$ cat config.mk
export PLATFORM = sky130hd
export DESIGN_NAME = fmap_stream_source
export DESIGN_NICKNAME = d
export VERILOG_FILES = /design/src/rtl/fmap_stream_source.sv
export SDC_FILE = /design/constraint.sdc
export NUM_CORES = 1
export LEC_CHECK = 0
export ABC_CLOCK_PERIOD_IN_PS = 6550
export BUFFER_PORTS_ARGS = -buffer_cell sky130_fd_sc_hd__buf_2
export CAP_MARGIN = 20
export CORE_MARGIN = 8
export CORE_UTILIZATION = 35
export CTS_CLUSTER_DIAMETER = 60
export DETAILED_ROUTE_END_ITERATION = 16
export MAX_ROUTING_LAYER = met4
export SKIP_LAST_GASP = 1
export SLEW_MARGIN = 10
export SYNTH_ARGS = -nofsm -noshare
export SYNTH_HDL_FRONTEND = slang
export SYNTH_SLANG_ARGS = --single-unit
$ cat constraint.sdc
create_clock -name clk -period 6.55 [get_ports clk]
set_clock_uncertainty 0.05 [all_clocks]
set_input_delay 1.31 -clock clk [delete_from_list [all_inputs] [get_ports clk]]
set_output_delay 1.31 -clock clk [all_outputs]
set_load 0.02 [all_outputs]
$ cat src/rtl/fmap_stream_source.sv
// rtl/fmap_stream_source.sv - streams one layer's feature map from a sync-read buffer in raster order
// Two-stage read pipeline: stage 1 tracks the issued read, stage 2 captures buffer data.
module fmap_stream_source #(
  parameter int WIDTH     = 5,
  parameter int CHANNELS  = 1,
  parameter int DATA_W    = 16,
  parameter int ADDR_W    = 16,
  parameter int BASE_ADDR = 0
) (
  input  logic              clk,
  input  logic              rst,
  input  logic              start,
  input  logic              pause,
  output logic              mem_en,
  output logic [ADDR_W-1:0] mem_addr,
  input  logic [DATA_W-1:0] mem_rdata,
  output logic [DATA_W-1:0] pixel_out,
  output logic              valid_out,
  output logic [31:0]       counter_col,
  output logic [31:0]       counter_row,
  output logic [31:0]       channel_idx,
  output logic              last_pixel,
  output logic              busy,
  output logic              done
);

  typedef enum logic [1:0] {
    IDLE  = 2'd0,
    ISSUE = 2'd1,
    DRAIN = 2'd2,
    DONE  = 2'd3
  } state_t;

  localparam logic [31:0] W_LAST = 32'(WIDTH - 1);
  localparam logic [31:0] C_LAST = 32'(CHANNELS - 1);
  localparam logic [31:0] PLANE  = 32'(WIDTH * WIDTH);

  state_t state_q, state_d;
  logic [31:0] col_q, col_d;
  logic [31:0] row_q, row_d;
  logic [31:0] ch_q, ch_d;
  logic [ADDR_W-1:0] addr_q;
  logic [ADDR_W-1:0] addr_calc;
  logic issue;
  logic is_last;

  logic        s1_valid_q;
  logic        s1_last_q;
  logic [31:0] s1_col_q;
  logic [31:0] s1_row_q;
  logic [31:0] s1_ch_q;

  logic [DATA_W-1:0] pix_q;
  logic              vld_q;
  logic              last_q;
  logic [31:0]       col_out_q;
  logic [31:0]       row_out_q;
  logic [31:0]       ch_out_q;

  assign is_last   = (col_q == W_LAST) && (row_q == W_LAST) && (ch_q == C_LAST);
  assign addr_calc = ADDR_W'(BASE_ADDR) + ADDR_W'(ch_q * PLANE)
                   + ADDR_W'(row_q * 32'(WIDTH)) + ADDR_W'(col_q);

  always_comb begin
    state_d = state_q;
    col_d   = col_q;
    row_d   = row_q;
    ch_d    = ch_q;
    issue   = 1'b0;
    case (state_q)
      IDLE: begin
        if (start) begin
          state_d = ISSUE;
          col_d   = '0;
          row_d   = '0;
          ch_d    = '0;
        end
      end
      ISSUE: begin
        if (!pause) begin
          issue = 1'b1;
          if (col_q == W_LAST) begin
            col_d = '0;
            if (row_q == W_LAST) begin
              row_d = '0;
              ch_d  = ch_q + 32'd1;
            end else begin
              row_d = row_q + 32'd1;
            end
          end else begin
            col_d = col_q + 32'd1;
          end
          if (is_last) begin
            state_d = DRAIN;
          end
        end
      end
      // Stage 1 empty means the final pixel is in stage 2 this cycle.
      DRAIN: begin
        if (!s1_valid_q) begin
          state_d = DONE;
        end
      end
      DONE: begin
        state_d = IDLE;
      end
      default: begin
        state_d = IDLE;
      end
    endcase
  end

  always_ff @(posedge clk) begin
    if (rst) begin
      state_q <= IDLE;
      col_q   <= '0;
      row_q   <= '0;
      ch_q    <= '0;
      addr_q  <= '0;
    end else begin
      state_q <= state_d;
      col_q   <= col_d;
      row_q   <= row_d;
      ch_q    <= ch_d;
      if (issue) begin
        addr_q <= addr_calc;
      end
    end
  end

  always_ff @(posedge clk) begin
    if (rst) begin
      s1_valid_q <= 1'b0;
      s1_last_q  <= 1'b0;
      s1_col_q   <= '0;
      s1_row_q   <= '0;
      s1_ch_q    <= '0;
    end else begin
      s1_valid_q <= issue;
      if (issue) begin
        s1_last_q <= is_last;
        s1_col_q  <= col_q;
        s1_row_q  <= row_q;
        s1_ch_q   <= ch_q;
      end
    end
  end

  always_ff @(posedge clk) begin
    if (rst) begin
      pix_q     <= '0;
      vld_q     <= 1'b0;
      last_q    <= 1'b0;
      col_out_q <= '0;
      row_out_q <= '0;
      ch_out_q  <= '0;
    end else begin
      vld_q  <= s1_valid_q;
      last_q <= s1_valid_q && s1_last_q;
      if (s1_valid_q) begin
        pix_q     <= mem_rdata;
        col_out_q <= s1_col_q;
        row_out_q <= s1_row_q;
        ch_out_q  <= s1_ch_q;
      end
    end
  end

  assign mem_en      = issue;
  assign mem_addr    = issue ? addr_calc : addr_q;
  assign pixel_out   = pix_q;
  assign valid_out   = vld_q;
  assign counter_col = col_out_q;
  assign counter_row = row_out_q;
  assign channel_idx = ch_out_q;
  assign last_pixel  = last_q;
  assign busy        = (state_q != IDLE);
  assign done        = (state_q == DONE);

endmodule
==> out/metrics.cfg <==
[cts]
cts.sinks = 326
numCtsBuffers = 41
cts-root-buf = clkbuf_16
ctsLongestPathBuffers = 3
cts_tree = yes
insertion_delay_ps = 560
cts_max_level = 2
path_clk_slew_ps = 60

[setup_path]
required_ps = 5190
path_class = flop to output port
crit_fanout = 7
crit_path_end_kind = output port
worstPathArrival_ps = 4890
cp-start-kind = flop
worst_r2r_path_depth = 14

[cells_and_area]
drive_above_1_share = 0.1343
area_growth_pct = 17.62
nets = 2017
post-route-util = 0.4141

[die]
start_util = 0.3521
io_pins = 153
die_w_um = 226.2
die_area_um2 = 51180
rows = 77
core_um2 = 43930
die_h_um = 226.2

[logic_synthesis]
syn_inst = 1752
syn_nets = 1896
synthTopCellsByArea = dfxtp_1 (42%), mux2i_1 (7.6%), nand2_1 (6.4%), ha_1 (6.2%), fa_1 (6.1%)
synthFlopType = dfxtp_1
ys_ff_latch = 326
synth_edf_count = 0
yosys.area.top_type = dfxtp_1
syn_area_um2 = 15470
seq_area_frac_synth = 0.4219
avgSynthCellArea_um2 = 8.829
ys_types = 52
yosys_warnings = 0
synth_top_area_share = 0.4219
async_flop_share = 0

[global_route]
overflow = 0
grt_pass1_wl_um = 66320
grt_max_degree = 90
grt_pass1_vias = 12000
antenna_found_initial = 2
grt_usage = 0.1661

[power_and_ir_drop]
total_power_w = 0.005214
p_leak_nw = 7.309
pwr_density_cell_nw_per_um2 = 286.6
ir_worst_vdd_v = 0.0001468

[drt]
first_pass_iters = 7
post_drt_wl_per_cell_um = 16.62
vias_per_cell = 4.924
vias = 12300
ant_nets = 0
drc_errors = 0
drt_iter0_drc = 830
routed_wl_um = 41540

[sta]
hold_violations = 0
tns_ps = 0
setup_viol = 0
rsz0062_at_grt = false
finalCritPeriodShare = 0.9549
fmax_mhz = 159.9
relSlewSlack = 0.3185
maxSlewViolCount = 0
worst_slew_pin_slew_ps = 1022
fin_crit_ps = 6255

[status]
status = finished clean

[worst_hold_path]
hp-class = flop to flop
whs_path_depth = 2

[placement]
port_buffers = 152
place_congestion = 0.9033
hpwl_um = 29960

[flow_run]
maxCapViolations = 0

-- synthesized netlist by cell type, types with 3 or more instances --
cell type,instances
a211o_1,3
a211oi_1,3
a21o_1,3
a21oi_1,144
a31oi_1,7
and2_1,17
and3_1,20
and4_1,11
buf_1,11
buf_2,5
clkbuf_1,71
dfxtp_1,326
fa_1,47
ha_1,77
inv_1,108
mux2i_1,118
nand2_1,265
nand2b_1,5
nand3_1,42
nand4_1,41
nor2_1,202
nor2b_1,5
nor3_1,14
nor3b_1,6
nor4_1,14
nor4_2,3
o211ai_1,7
o21ai_0,31
o31ai_1,8
or3_1,25
or4_1,13
xnor2_1,35
xor2_1,40
-- placed cells by master (no fill, tap or decap), types with 4 or more instances in the layout --
master / n
and3_1: 20
and2_1: 17
nand2_1: 265
clkbuf_1: 7
o21ai_0: 31
and4_1: 11
inv_1: 108
nor4_1: 14
mux2i_1: 118
nor3_1: 14
or4_1: 13
xor2_1: 40
nor2_1: 202
nor3b_1: 6
bufinv_16: 4
buf_4: 15
xnor2_1: 35
clkbuf_16: 43
a31oi_1: 7
nand3_1: 42
dfxtp_1: 324
fa_1: 47
or3_1: 25
a21oi_1: 142
o31ai_1: 8
o211ai_1: 7
ha_1: 77
nand4_1: 41
clkinv_2: 6
nand2b_1: 4
clkbuf_8: 5
nor2b_1: 5
buf_2: 151
-- worst max-delay path, stage by stage, from the launching register on --
cell and delay (ps):
dfxtp_1 470, inv_1 130, ha_1 330, fa_1 470, fa_1 540, inv_1 50, fa_1 570, inv_1 50
ha_1 380, a21o_1 200, a21oi_2 190, o21a_1 170, a31oi_1 110, or3_1 380, nand3_1 110, buf_2 170
-- layout make-up --
type | count | area, µm²
Inverter | 109 | 409.1
Antenna cell | 1 | 2.502
Timing Repair Buffer | 167 | 879.6
Tap cell | 592 | 740.7
Clock buffer | 55 | 1171
Fill cell | 4479 | 25740
Multi-Input combinational cell | 1228 | 8200
Sequential cell | 326 | 6531
Clock inverter | 21 | 259.0
-- per-stage QoR --
stage	cells	cell area (µm²)	hold WS [ps]	setup WS, ps
floorplan	1752	15470	379.6	1171
global placement	2421	16740	394.3	639.5
detailed placement	2421	16740	399.2	529.6
CTS	2497	18170	405.8	85.35
global route	2499	18190	424.6	48.67
finish	2499	18190	404.5	295.2
-- final timing paths --
path,start,endpoint,slack (ps)
hold reg to reg,s1_col_q[20],s1_col_q[20],400
hold / removal,s1_col_q[20],s1_col_q[20],400
setup reg to reg,ch_q[6],addr_q[15],2200
setup / recovery,ch_q[6],mem_addr[15],300
-- registers in the layout (all words and copies together), names as in the netlist --
register	count
ch_q	32
channel_idx	32
col_q	32
counter_col	32
counter_row	32
row_q	32
s1_ch_q	32
s1_col_q	32
s1_row_q	32
addr_q	16
pixel_out	16
state_q	2
last_pixel	1
s1_last_q	1
s1_valid_q	1
valid_out	1
-- power breakdown --
group / leakage [nW] / internal, W / switching (W)
clock: 0.701 / 0.00143 / 0.000916
sequential: 2.63 / 0.00201 / 0.0000528
combinational: 3.98 / 0.000211 / 0.000591
-- routing by layer --
layer,vias to the layer above,share of wire,GRT usage
li1,6141,-,-
met1,5816,0.46,0.2113
met2,274,0.45,0.2555
met3,73,0.056,0.04077
met4,0,0.030,0.05707
met5,-,0,-
-- cells by family after synthesis --
group	Yosys count	synth area share
and+or+nand+nor	694	0.2089
DFF	326	0.4219
AOI/OAI and AO/OA	217	0.07806
buffers and inverters	198	0.04918
adders and majority gates	124	0.1231
muxes	118	0.07636
xor gates and xnor gates	75	0.04247
-- timing repair --
action	4_1_cts	5_1_grt
pin swaps	0	1
buffers inserted	0	1
hold buffers	0	0
resized for setup	1	3
endpoints found under the setup margin	1	4
No activity file was read; power rests on OpenSTA's default activity.
